===== config.mk =====
export PLATFORM = sky130hd
export DESIGN_NAME = seg7_bcd_scan_flat
export DESIGN_NICKNAME = d
export VERILOG_FILES = /design/src/rtl/seg7_bcd_scan_if.sv /design/src/rtl/seg7_bcd_scan.sv /design/src/flat_wrapper.sv
export SDC_FILE = /design/constraint.sdc
export NUM_CORES = 1
export LEC_CHECK = 0
export ABC_AREA = 1
export CAP_MARGIN = 30
export CORE_ASPECT_RATIO = 0.7
export CORE_MARGIN = 1
export CORE_UTILIZATION = 35
export DETAILED_ROUTE_END_ITERATION = 7
export DONT_BUFFER_PORTS = 1
export HOLD_SLACK_MARGIN = 0.08
export PLACE_DENSITY = 0.59
export REMOVE_ABC_BUFFERS = 1
export SLEW_MARGIN = 20
export SYNTH_ARGS = -nofsm -noshare
export SYNTH_HDL_FRONTEND = slang
export SYNTH_SLANG_ARGS = --single-unit

===== constraint.sdc =====
create_clock -name clk -period 1.85 [get_ports clk]
set_clock_uncertainty 0.1 [all_clocks]
set_input_delay 0.37 -clock clk [delete_from_list [all_inputs] [get_ports clk]]
set_output_delay 0.37 -clock clk [all_outputs]
set_load 0.005 [all_outputs]

===== src/rtl/seg7_bcd_scan_if.sv =====
// Signal bundle between the score source and the seven-segment scanner.
// The master side drives the BCD value and controls; the slave side is the scanner.
interface seg7_bcd_scan_if;
  logic [11:0] bcd;
  logic        load;
  logic        blink;
  logic [3:0]  an;
  logic [6:0]  seg;
  logic        frame_done;

  modport master (output bcd, load, blink, input an, seg, frame_done);
  modport slave  (input bcd, load, blink, output an, seg, frame_done);
endinterface


===== src/rtl/seg7_bcd_scan.sv =====
// Time-multiplexed 4-digit seven-segment driver for a 3-digit packed BCD score.
// Slots: 0 = ones, 1 = tens, 2 = hundreds, 3 = always dark (keeps duty at 1/4).
// Leading zeros are blanked, nibbles above 9 show a dash, and the whole display
// can blink at a rate set in scan frames. an/seg are registered pin drivers.
module seg7_bcd_scan #(
  parameter int unsigned SCAN_DIV     = 50000,
  parameter int unsigned BLINK_FRAMES = 128,
  parameter bit          ACTIVE_LOW   = 1'b1
) (
  input  logic            clk,
  input  logic            rst,
  seg7_bcd_scan_if.slave  bus
);

  localparam int unsigned PW = $clog2(SCAN_DIV);
  localparam int unsigned FW = (BLINK_FRAMES > 1) ? $clog2(BLINK_FRAMES) : 1;

  // Polarity masks: all patterns are built active-low, then flipped if needed.
  localparam logic [3:0] AN_XOR  = ACTIVE_LOW ? 4'h0 : 4'hF;
  localparam logic [6:0] SEG_XOR = ACTIVE_LOW ? 7'h00 : 7'h7F;
  localparam logic [6:0] SEG_DARK = 7'h7F;
  localparam logic [6:0] SEG_DASH = 7'h3F;

  typedef enum logic [1:0] {
    SLOT_ONES     = 2'd0,
    SLOT_TENS     = 2'd1,
    SLOT_HUNDREDS = 2'd2,
    SLOT_DARK     = 2'd3
  } slot_e;

  slot_e          idx_q, idx_d;
  logic [PW-1:0]  presc_q;
  logic           tc;
  logic [11:0]    disp_q;
  logic [FW-1:0]  frame_cnt_q;
  logic           phase_q;
  logic           frame_done_q;
  logic [3:0]     an_q, an_d;
  logic [6:0]     seg_q, seg_d;

  function automatic logic [6:0] seg_of(input logic [3:0] d);
    case (d)
      4'd0:    seg_of = 7'h40;
      4'd1:    seg_of = 7'h79;
      4'd2:    seg_of = 7'h24;
      4'd3:    seg_of = 7'h30;
      4'd4:    seg_of = 7'h19;
      4'd5:    seg_of = 7'h12;
      4'd6:    seg_of = 7'h02;
      4'd7:    seg_of = 7'h78;
      4'd8:    seg_of = 7'h00;
      4'd9:    seg_of = 7'h10;
      default: seg_of = SEG_DASH;
    endcase
  endfunction

  assign tc = (presc_q == PW'(SCAN_DIV - 1));

  // Slot prescaler and slot index register.
  always_ff @(posedge clk or posedge rst) begin
    if (rst) begin
      presc_q <= '0;
      idx_q   <= SLOT_ONES;
    end else begin
      presc_q <= tc ? '0 : presc_q + 1'b1;
      idx_q   <= idx_d;
    end
  end

  // Next slot: advance at prescaler terminal count only.
  always_comb begin
    idx_d = idx_q;
    if (tc) begin
      unique case (idx_q)
        SLOT_ONES:     idx_d = SLOT_TENS;
        SLOT_TENS:     idx_d = SLOT_HUNDREDS;
        SLOT_HUNDREDS: idx_d = SLOT_DARK;
        SLOT_DARK:     idx_d = SLOT_ONES;
      endcase
    end
  end

  // Display register, reloaded on every edge with load high.
  always_ff @(posedge clk or posedge rst) begin
    if (rst)           disp_q <= '0;
    else if (bus.load) disp_q <= bus.bcd;
  end

  // Frame-end pulse, raised on the edge that closes slot 3.
  always_ff @(posedge clk or posedge rst) begin
    if (rst) frame_done_q <= 1'b0;
    else     frame_done_q <= tc && (idx_q == SLOT_DARK);
  end

  // Blink phase: toggles every BLINK_FRAMES frames; held visible while blink is low.
  always_ff @(posedge clk or posedge rst) begin
    if (rst) begin
      frame_cnt_q <= '0;
      phase_q     <= 1'b1;
    end else if (!bus.blink) begin
      frame_cnt_q <= '0;
      phase_q     <= 1'b1;
    end else if (frame_done_q) begin
      if (frame_cnt_q == FW'(BLINK_FRAMES - 1)) begin
        frame_cnt_q <= '0;
        phase_q     <= ~phase_q;
      end else begin
        frame_cnt_q <= frame_cnt_q + 1'b1;
      end
    end
  end

  // Digit select, leading-zero blanking and blink gating (active-low patterns).
  always_comb begin
    logic [3:0] hund, tens, ones, digit, an_pat;
    logic       lit;
    hund   = disp_q[11:8];
    tens   = disp_q[7:4];
    ones   = disp_q[3:0];
    digit  = ones;
    an_pat = 4'b1111;
    lit    = 1'b0;
    unique case (idx_q)
      SLOT_ONES: begin
        digit  = ones;
        an_pat = 4'b1110;
        lit    = 1'b1;
      end
      SLOT_TENS: begin
        digit  = tens;
        an_pat = 4'b1101;
        lit    = (hund != 4'd0) || (tens != 4'd0);
      end
      SLOT_HUNDREDS: begin
        digit  = hund;
        an_pat = 4'b1011;
        lit    = (hund != 4'd0);
      end
      SLOT_DARK: lit = 1'b0;
    endcase
    if (bus.blink && !phase_q) lit = 1'b0;
    an_d  = lit ? an_pat : 4'b1111;
    seg_d = lit ? seg_of(digit) : SEG_DARK;
  end

  // Registered pin drivers with polarity applied.
  always_ff @(posedge clk or posedge rst) begin
    if (rst) begin
      an_q  <= 4'b1111 ^ AN_XOR;
      seg_q <= SEG_DARK ^ SEG_XOR;
    end else begin
      an_q  <= an_d ^ AN_XOR;
      seg_q <= seg_d ^ SEG_XOR;
    end
  end

  assign bus.an         = an_q;
  assign bus.seg        = seg_q;
  assign bus.frame_done = frame_done_q;

endmodule


===== src/flat_wrapper.sv =====
// flat-port wrapper written by rule: the top's interface ports become plain ports
module seg7_bcd_scan_flat 
#(
  parameter int unsigned SCAN_DIV     = 50000,
  parameter int unsigned BLINK_FRAMES = 128,
  parameter bit          ACTIVE_LOW   = 1'b1
)
  (clk, rst, bus_bcd, bus_load, bus_blink, bus_an, bus_seg, bus_frame_done);
  seg7_bcd_scan_if bus_i ();
  input  logic clk;
  input  logic rst;
  input wire logic [$bits(bus_i.bcd)-1:0] bus_bcd;
  input wire logic [$bits(bus_i.load)-1:0] bus_load;
  input wire logic [$bits(bus_i.blink)-1:0] bus_blink;
  output wire logic [$bits(bus_i.an)-1:0] bus_an;
  output wire logic [$bits(bus_i.seg)-1:0] bus_seg;
  output wire logic [$bits(bus_i.frame_done)-1:0] bus_frame_done;
  assign bus_i.bcd = bus_bcd;
  assign bus_i.load = bus_load;
  assign bus_i.blink = bus_blink;
  assign bus_an = bus_i.an;
  assign bus_seg = bus_i.seg;
  assign bus_frame_done = bus_i.frame_done;
  seg7_bcd_scan #(.SCAN_DIV(SCAN_DIV), .BLINK_FRAMES(BLINK_FRAMES), .ACTIVE_LOW(ACTIVE_LOW)) u_core (.clk(clk), .rst(rst), .bus(bus_i));
endmodule

==> impl_metrics.tcl <==
set metrics [dict create \
    reg2reg_depth 9 \
    routed_wl_um 5000 \
    r2r_end "u_core.bus.seg[6]" \
    layout_commonest_cell "nand2_1" \
    crit_required_ns 2.00 \
    yosys-top-cells-area "dfrtp_1 37%, nand2_1 12%, dfstp_2 11%, nor2_1 5.0%, ha_1 4.9%" \
    syn_area_mm2 0.00254 \
    antenna_left 0 \
    io_buffers 0 \
    most-common-layout-cells "83 x nand2_1, 38 x dfrtp_1, 34 x nor2_1" \
    reg2reg_from "u_core.idx_q[0]" \
    yosys_most_used_dff "dfrtp_1" \
    path_delay_family "buffers and inverters" \
    gp_congestion 0.809 \
    layout.nets 345 \
    status "finished, final reports clean" \
    cts_htree_levels 2 \
    drc_errors 0 \
    drv_slew 0 \
    rows 25 \
    worstHoldPathCells 2 \
    pin_count 28 \
    period_share 0.964 \
    place.detailed.hpwl_um 3560 \
    end_kind "flip-flop" \
    cts_buffers 5 \
    synth-seq-area-share 0.488 \
    synth_cells 300 \
    regToRegSetupSlack_ns 0.07 \
    clockRootBuffer "clkbuf_8" \
    wl_per_cell_um 12.1 \
    hp-class "in -> reg" \
    leakage_nw 1.40 \
    synth_seq_cells 49 \
    seq_area_mm2 0.00124 \
    crit_chain "buf_4 -> ha_2 -> buf_4 -> nand2_1 -> nand2_1 -> a21boi_4 -> buf_4 -> nand3_1 -> nand2_1" \
    area_growth_pct 16.0 \
    yosys.area.top_type "dfrtp_1" \
    crit_slowest_cell "dfrtp_1" \
    multiInputGateArea_mm2 0.00118 \
    vdd_drop_max_v 0.000267 \
    maxCapViolCount 0 \
    clockBufferDepth 2 \
    setup_viol 0 \
    period_needed_ns 1.78 \
    yosysWarningCount 0 \
    grt_overflow 0 \
    async_flop_share 1.00 \
    synth_top_area_share 0.374 \
    die-area_mm2 0.00761 \
    fin_area_mm2 0.00295 \
    ys_types 30 \
    crit_type "reg -> reg" \
    clk_pin_slew_ns 0.09 \
    first_pass_iters 4 \
    grt.total_usage 0.143 \
    vias_per_cell 4.47 \
    antenna_found_initial 0 \
    grt_pass1_wl_um 8540 \
    start_util 0.369 \
    crit_buf_inv 3 \
    clk_latency_ns 0.30 \
    grt_max_degree 50 \
    synth_edf_count 0 \
    fill_cells 700 \
    grt_pass1_vias 1746 \
    tritoncts "yes" \
    die_w_um 104 \
    clock-sinks 49 \
    worstPathMaxFanout 6 \
    min_from "bus_load" \
    core-area_mm2 0.00688 \
    final_layout_size_suffix_gt1_frac 0.203 \
    vias 1852 \
    fmax_ghz 0.561 \
    critPathLaunchType "flip-flop" \
    antenna_cells 0 \
    cpPeakStageDelay_ns 0.41 \
    power.density_mw_per_mm2 738 \
    die_y_um 73.3 \
    setup_tns_ns 0 \
    timing.final.hold_violations 0 \
    syn_area_per_cell_um2 8.47 \
    hold_end "u_core.disp_q[0]" \
    drt_first_iter_violations 80 \
    cp.arrival_ns 1.93 \
    placed_cell_area_mm2 0.00269 \
]
## cells in the mapped netlist, types with 2 or more instances
cell and n:
nand2_1 84, dfrtp_1 38, nor2_1 34, inv_1 31, nand3_1 24, dfstp_2 11
ha_1 10, nand2_2 9, o21ai_0 9, xor2_1 9, mux2_2 6, a21oi_1 5
inv_2 4, nand4_1 3, nor2_4 3, o21bai_1 3, buf_6 2, nor2_2 2
o21ai_1 2
## worst register-to-register path, stage by stage, from the launching register on
cell and delay (ns):
dfrtp_1 0.41, buf_4 0.14, ha_2 0.22, buf_4 0.15
nand2_1 0.06, nand2_1 0.09, a21boi_4 0.26, buf_4 0.17
nand3_1 0.07, nand2_1 0.06
## sequential cells by signal, summed over array words and instances, names as in the netlist
signal,count
u_core.presc_q,16
u_core.disp_q,12
u_core.bus.seg,7
u_core.frame_cnt_q,7
u_core.bus.an,3
u_core.idx_q,2
u_core.bus.frame_done,1
u_core.phase_q,1
## kinds of logic after synthesis
kind of cell,after synthesis,synth area share
AO/OA/AOI/OAI,21,0.0512
XOR/XNOR,10,0.0345
adder cells (fa/ha/maj),10,0.0492
buffers and inverters,41,0.0704
flip-flops,49,0.488
multiplexers,6,0.0266
other,1,0.00148
AND/OR/NAND/NOR,162,0.279
## final cells by class
class	instances	share of cell area
flip-flops and latches	49	0.421
multi-input cells	210	0.400
repair buffers	17	0.0527
inverters	36	0.0476
well taps	94	0.0399
clock buffers	7	0.0293
clock inverters	1	0.0102
## repair_timing
item | CTS | global route
hold buffers | 5 | 1
hold endpoints to repair | 44 | 1
gates resized for setup | 3 | 7
setup buffers | 1 | 3
pin swaps | 0 | 2
setup endpoints to repair | 1 | 4
## how the worst max path moves through the flow
stage	start	endpoint	depth (start not counted)
floorplan	u_core.idx_q[0]	u_core.bus.seg[3]	11
global placement	u_core.idx_q[0]	u_core.bus.seg[3]	11
detailed placement	u_core.idx_q[0]	u_core.bus.seg[3]	11
CTS	u_core.idx_q[1]	u_core.bus.seg[3]	11
global route	u_core.idx_q[0]	u_core.bus.seg[4]	11
finish	u_core.idx_q[0]	u_core.bus.seg[6]	9
## metal layers
metal	GRT usage	vias up	share of wire
met3	0.0488	2	0.060
li1	-	967	-
met1	0.206	849	0.54
met4	0.0476	0	0.0050
met5	0	-	0
met2	0.200	34	0.39
## per-stage QoR
step / utilization / hold slack [ns] / power [mW] / instances / worst slack [ns]
floorplan: - / 0.350 / 1.32 / 295 / 0.00462
global placement: 0.390 / 0.222 / 1.37 / 396 / 0.0393
detailed placement: 0.390 / 0.221 / 1.37 / 396 / -0.0513
CTS: 0.417 / 0.0801 / 2.19 / 410 / 0.000575
global route: 0.428 / 0.0831 / 2.29 / 414 / -0.0257
finish: 0.428 / 0.0909 / 2.18 / 414 / 0.0667
## where the power goes
group | internal (mW) | leakage (nW) | switching (mW) | total (mW)
Sequential | 1.15 | 0.608 | 0.0323 | 1.18
Clock | 0.441 | 0.0585 | 0.360 | 0.801
Combinational | 0.0818 | 0.738 | 0.114 | 0.196
Note: power is estimated with default switching activity, not from simulation.
